`src/rtl/bcd_onehot_decoder.sv`:
```
// rtl/bcd_onehot_decoder.sv - packed BCD word to serial one-hot digits, LS digit first
// Illegal codes (10..15) emit an all-zero one-hot with out_err set and are counted.
module bcd_onehot_decoder #(
  parameter int NUM_DIGITS = 4,
  parameter int IDX_W      = 2
) (
  input  logic                    clk,
  input  logic                    rst_n,
  input  logic                    in_valid,
  output logic                    in_ready,
  input  logic [4*NUM_DIGITS-1:0] in_bcd,
  output logic                    out_valid,
  input  logic                    out_ready,
  output logic [9:0]              out_onehot,
  output logic [IDX_W-1:0]        out_idx,
  output logic                    out_last,
  output logic                    out_err,
  output logic [7:0]              err_count,
  output logic                    busy
);

  typedef enum logic {IDLE, EMIT} state_t;

  localparam logic [IDX_W-1:0] LAST_IDX = IDX_W'(NUM_DIGITS - 1);

  state_t                  state;
  logic [4*NUM_DIGITS-1:0] word;
  logic [IDX_W-1:0]        next_idx;
  logic [10:0]             first_dec;
  logic [10:0]             next_dec;

  // Result is {err, onehot}.
  function automatic logic [10:0] decode(input logic [3:0] v);
    logic [10:0] r;
    r = '0;
    if (v < 4'd10) r[9:0] = 10'd1 << v;
    else           r[10]  = 1'b1;
    return r;
  endfunction

  function automatic logic [3:0] digit_at(input logic [4*NUM_DIGITS-1:0] w,
                                          input logic [IDX_W-1:0] k);
    logic [3:0] d;
    d = '0;
    for (int i = 0; i < NUM_DIGITS; i++)
      if (k == IDX_W'(i)) d = w[4*i +: 4];
    return d;
  endfunction

  assign in_ready  = (state == IDLE);
  assign busy      = (state == EMIT);
  assign next_idx  = out_idx + IDX_W'(1);
  assign first_dec = decode(in_bcd[3:0]);
  assign next_dec  = decode(digit_at(word, next_idx));

  always_ff @(posedge clk or negedge rst_n) begin
    if (!rst_n) begin
      state      <= IDLE;
      word       <= '0;
      out_valid  <= 1'b0;
      out_onehot <= '0;
      out_idx    <= '0;
      out_last   <= 1'b0;
      out_err    <= 1'b0;
      err_count  <= '0;
    end else begin
      case (state)
        IDLE: begin
          if (in_valid) begin
            word                  <= in_bcd;
            out_idx               <= '0;
            {out_err, out_onehot} <= first_dec;
            out_last              <= (LAST_IDX == '0);
            out_valid             <= 1'b1;
            state                 <= EMIT;
          end
        end
        EMIT: begin
          if (out_ready) begin
            if (out_err && err_count != 8'hFF) err_count <= err_count + 8'd1;
            if (out_idx == LAST_IDX) begin
              // Word finished: drop valid and park the fields at zero for the IDLE bubble.
              state      <= IDLE;
              out_valid  <= 1'b0;
              out_onehot <= '0;
              out_idx    <= '0;
              out_last   <= 1'b0;
              out_err    <= 1'b0;
            end else begin
              out_idx               <= next_idx;
              {out_err, out_onehot} <= next_dec;
              out_last              <= (next_idx == LAST_IDX);
            end
          end
        end
        default: state <= IDLE;
      endcase
    end
  end

endmodule

```
`config.mk`:
```
export PLATFORM = sky130hd
export DESIGN_NAME = bcd_onehot_decoder
export DESIGN_NICKNAME = d
export VERILOG_FILES = /design/src/rtl/bcd_onehot_decoder.sv
export SDC_FILE = /design/constraint.sdc
export NUM_CORES = 1
export LEC_CHECK = 0
export BUFFER_PORTS_ARGS = -buffer_cell sky130_fd_sc_hd__buf_2
export CORE_ASPECT_RATIO = 0.75
export CORE_MARGIN = 5
export CORE_UTILIZATION = 30
export DETAILED_ROUTE_END_ITERATION = 12
export PLACE_DENSITY = 0.48
export SYNTH_ARGS = -nofsm -noshare
export SYNTH_HDL_FRONTEND = slang
export SYNTH_SLANG_ARGS = --single-unit
```
`constraint.sdc`:
```
create_clock -name clk -period 2.5 [get_ports clk]
set_input_delay 0.5 -clock clk [delete_from_list [all_inputs] [get_ports clk]]
set_output_delay 0.5 -clock clk [all_outputs]
set_load 0.03 [all_outputs]
```
## Word-level counts from Yosys, hierarchy flattened

Index checks and enable logic that the tools add are counted.

- Div/mod/pow operators: 0
- Shifts and indexed selects: 2
- Equality and inequality tests: 8
- Reduce and logical (&&, ||, !) cells: 6
- Multiplexer cells: 32
- Bitwise gates (word level): 1
- $mul: 0
- Magnitude comparators: 2
- Add/subtract/negate cells: 2

Operators with widths:

| kind | number |
|---|---|
| 10-bit two-way mux | 5 |
| 10-bit one-hot mux with 2 select lines | 1 |
| 1-bit by 4-bit << shifter with 10-bit output, first input constant | 2 |
| 4-bit two-way mux | 4 |
| 1-bit two-way mux | 14 |
| 8-bit by 1-bit adder with 8-bit output, second input constant | 1 |
| 4-bit < comparator, second input constant | 2 |
| 8-bit != test, second input constant | 1 |
| 1-bit one-hot mux with 2 select lines | 4 |
| 2-bit equality test, second input constant | 3 |
| 2-bit two-way mux | 3 |
| 3-bit AND reduction | 2 |
| 2-bit != test, second input constant | 2 |
| 2-bit one-hot mux with 2 select lines | 1 |
| 2-bit AND reduction | 2 |
| 2-bit by 1-bit adder with 2-bit output, second input constant | 1 |
| 2-bit by 1-bit equality test with 1-bit output, second input constant | 1 |
| 2-bit logical NOT | 1 |
| 2-bit by 1-bit != test with 1-bit output, second input constant | 1 |
| 1-bit logical AND | 1 |
| 1-bit inverter | 1 |

- Bits of input ports: 20
- ROM bits: 0
- Output and inout port bits: 25
- Latch bits: 0
- Register bits: 40
- Memories kept: 0
- RAM bits: 0
- Logic and storage cells: 61

## Logic depth before layout (Yosys ltp)

- Word-level depth: 11
- Depth in mapped cells: 7
- Gate-level depth less buffers: 7

## Least setup slack after synthesis

No wires, ideal clock.

- Kind: flip-flop to flip-flop
- Start: reg out_idx[0]
- End: reg out_onehot[3]
- Period minus slack after synthesis: 2.110 ns
- Required time: 2.408 ns
- Cell stages (with the launch flop): 8
- Data arrival time: 2.018 ns
- Setup time: 0.092 ns
- Buffers on the path: 0
- Setup slack: 0.390 ns
- Path through: dfrtp_1 -> inv_1 -> ha_1 -> nand2b_1 -> o22ai_1 -> a31oi_1 -> or3_4 -> o31ai_2

- Word-level cells in the longest chain between the ends: 11
- Elaborated cells between the ends (all ways): 16
- Classes of those cells: 1 x add/sub; 1 x order compare; 4 x eq/ne; 1 x shift; 8 x mux; 1 x reduce/logical

Ends and longest elaborated chain:

| item | RTL line | source |
|---|---|---|
| from (decl) | 15 | `output logic [IDX_W-1:0] out_idx,` |
| from (signal assigned) | 90 | `out_idx <= next_idx;` |
| 2-bit by 1-bit adder with 2-bit output | 52 | `assign next_idx = out_idx + IDX_W'(1);` |
| 2-bit logical NOT | 46 | `if (k == IDX_W'(i)) d = w[4*i +: 4];` |
| 4-bit two-way mux (4 in a row) | 46 |  |
| 4-bit < comparator or 1-bit by 4-bit << shifter with 10-bit output (tied branches) | 36 | `if (v < 4'd10) r[9:0] = 10'd1 << v;` |
| 10-bit two-way mux | 36 |  |
| 10-bit two-way mux * | 81 | `if (out_idx == LAST_IDX) begin` |
| 10-bit two-way mux * | 79 | `if (out_ready) begin` |
| 10-bit one-hot mux with 2 select lines * | 67 | `case (state)` |
| to (signal assigned) | 72 | `{out_err, out_onehot} <= first_dec;` |
| to (signal assigned) | 91 | `{out_err, out_onehot} <= next_dec;` |
| to (decl) | 14 | `output logic [9:0] out_onehot,` |

Every way passes the cells marked *; elsewhere a longest branch is shown, timed or not. The select of a mux whose other input is x is not followed.
A chain may end at the register's enable or synchronous reset.

## Final worst setup path

- Start: reg out_idx[0]
- End: reg out_onehot[7]

Same word-level chain as after synthesis.

==> reports/results.tsv <==
metric	value	unit
ant_nets	0	
irDropWorstVdd	0.423	mV
drive_above_1_share	0.359	
syn_nets	201	
startpoint	out_idx[0]$_DFFE_PN0P_	
die_w	104	um
cts.sinks	40	
fmax	0.484	GHz
power_per_cell_area	1340	mW/mm^2
grt_pass1_vias	1523	
combPwrFrac	0.488	
vias_per_cell	4.82	
portBuffers	44	
placementRows	25	
power_leakage	1.09	nW
antenna_found_initial	0	
dieArea	0.00834	mm^2
p_sw_frac	0.452	
drt-initial-drc-count	81	
final-setup-viol-count	0	
rsz0062_at_grt	no	
num_io_pins	45	
post_drt_wl_per_cell	15.3	um
core_area	0.00635	mm^2
finalClockSkew	0.00736	ns
dr.pass1.iters	4	
wl	4650	um
clkTransAtPathRegs	0.08	ns
worst-slew-pin-transition	0.572	ns
grt_max_degree	41	
clockBufferDepth	2	
crit_fanout	6	
grt-ovfl-total	0	
slew_headroom	0.617	
critPathKind	reg2reg	
final_cell_mix	buf_2 (44), dfrtp_1 (40), mux2_2 (14), nand2_1 (14), a22oi_1 (11)	
maxCapViolCount	0	
initial_core_util	0.312	
rr_startpoint	out_idx[0]$_DFFE_PN0P_	
grt_pass1_wl	7820	um
hold_violations	0	
htree_levels	2	
fin_crit	2.06	ns
antenna_cells	0	
required	2.71	ns
fp.dieH	80.3	um
grt_usage	0.117	
num_vias	1464	
mostFrequentLayoutCell	buf_2	
ctsHoldBuffers	0	
yosysWarnings	0	
power.share.sequential	0.367	
ys.flop_type	dfrtp_1	
dp_hpwl	3500	um
area_growth_syn_to_layout	19.8	%
clockPowerShare	0.145	
syn-cell-area	0.00198	mm^2
yosysUniqueCellTypes	39	
start_kind	flop	
worstRegToRegCells	7	
ys_seq_elements	40	
report.final.slew_viol_count	0	
rrSetupSlack	0.44	ns
gp_congestion	0.783	
drc	0	
fin_hold_ws	0.250	ns
syn_inst	174	
finalSetupTns	0	ns
synth.yosys.seq_area_share	0.506	
synth_edf_count	0	
cts_setup_buffers	0	
crit_arrival	2.28	ns
status	completed	
endpoint_kind	flop	
fin_crit_sh	0.826	
fin_nets	249	
switchingPower	1.43	mW
hold_class	in2async	
cts_tree	done	
synthArstFlopShare	1.00	
p_int	1.74	mW
ctsRootBufferMaster	clkbuf_8	
worstSkewPairLatency	0.29	ns
avgSynthCellArea	11.4	um^2
r2r_end	out_onehot[7]$_DFFE_PN0P_	
cts-resized-gates	0	
numCtsBuffers	5	
## per-layer routing
| layer | track usage | vias up | wire length [um] | share of wire |
|---|---|---|---|---|
| met5 | 0 | - | 0 | 0 |
| met4 | 0.0388 | 0 | 55 | 0.012 |
| met3 | 0.0369 | 7 | 246 | 0.053 |
| met2 | 0.163 | 35 | 1850 | 0.40 |
| met1 | 0.170 | 694 | 2490 | 0.54 |
| li1 | - | 728 | - | - |
## sequential cells by signal (all words and copies together) (netlist names)
signal      cells
out_err         1
busy            1
err_count       8
out_onehot     10
out_valid       1
out_last        1
out_idx         2
word           16
## final cells by class
class / count / area [um^2]
Clock buffer: 6 / 82.6
Multi-Input combinational cell: 122 / 910
Timing Repair Buffer: 46 / 235
Clock inverter: 2 / 15.0
Tap cell: 81 / 101
Sequential cell: 40 / 1000
Inverter: 7 / 26.3
Fill cell: 651 / 3980
## power by group through the flow
stage | clock [mW] | combinational [mW] | sequential [mW]
floorplan | 0 | 0.905 | 1.40
global placement | 0 | 1.55 | 1.19
detailed placement | 0 | 1.55 | 1.18
CTS | 0.474 | 1.56 | 1.17
global route | 0.501 | 1.71 | 1.21
finish | 0.460 | 1.55 | 1.16
## synth_stat cells, types with 2 or more instances
master	n	area share
a22oi_2	2	0.013
nand2_1	14	0.027
a21oi_1	2	0.0051
inv_1	7	0.013
a21oi_2	3	0.013
xor2_1	3	0.013
o31ai_1	2	0.0076
a22oi_1	11	0.042
a21o_1	2	0.0076
o21ai_1	8	0.020
o211ai_1	2	0.0076
o22ai_1	3	0.0095
a31oi_1	4	0.013
o21ai_0	5	0.013
nor2b_1	2	0.0063
buf_6	3	0.017
dfrtp_1	40	0.51
xnor2_1	5	0.022
nand4_1	3	0.0095
and3_1	2	0.0063
o31ai_2	2	0.013
or3_4	2	0.011
mux2_2	14	0.080
nor3b_1	2	0.0076
ha_1	7	0.044
nand3_1	6	0.015
nor2_1	6	0.011
## cell families after synthesis
kind of cell / synth area share
flops: 0.506
mux: 0.0904
compound gates: 0.168
simple gates: 0.122
xor+xnor: 0.0354
fa+ha+maj: 0.0442
buf+inv: 0.0348
## worst max-delay path by stage
stage,cells past startpoint,end
after floorplan,7,out_onehot[3]$_DFFE_PN0P_
after CTS,7,out_onehot[7]$_DFFE_PN0P_
final,7,out_onehot[7]$_DFFE_PN0P_
after global placement,7,out_onehot[3]$_DFFE_PN0P_
after global routing,6,out_onehot[9]$_DFFE_PN0P_
after detailed placement,7,out_onehot[3]$_DFFE_PN0P_
## through the flow
stage | setup WS, ns | power [mW] | cells | area, um^2 | utilization
after floorplan | 0.390 | 2.31 | 174 | 1980 | -
after global placement | 0.503 | 2.74 | 296 | 2270 | 0.358
after detailed placement | 0.462 | 2.73 | 296 | 2270 | 0.358
after CTS | 0.443 | 3.20 | 304 | 2370 | 0.373
after global routing | 0.273 | 3.42 | 304 | 2370 | 0.373
final | 0.435 | 3.17 | 304 | 2370 | 0.373
## critical path: stages, from the launching register on
cell	delay [ns]
dfrtp_1	0.45
inv_1	0.12
ha_1	0.30
nor2b_2	0.20
nand2_1	0.10
a31o_1	0.23
or3_4	0.40
o31ai_2	0.18
Note: power is estimated with default switching activity, not from simulation.
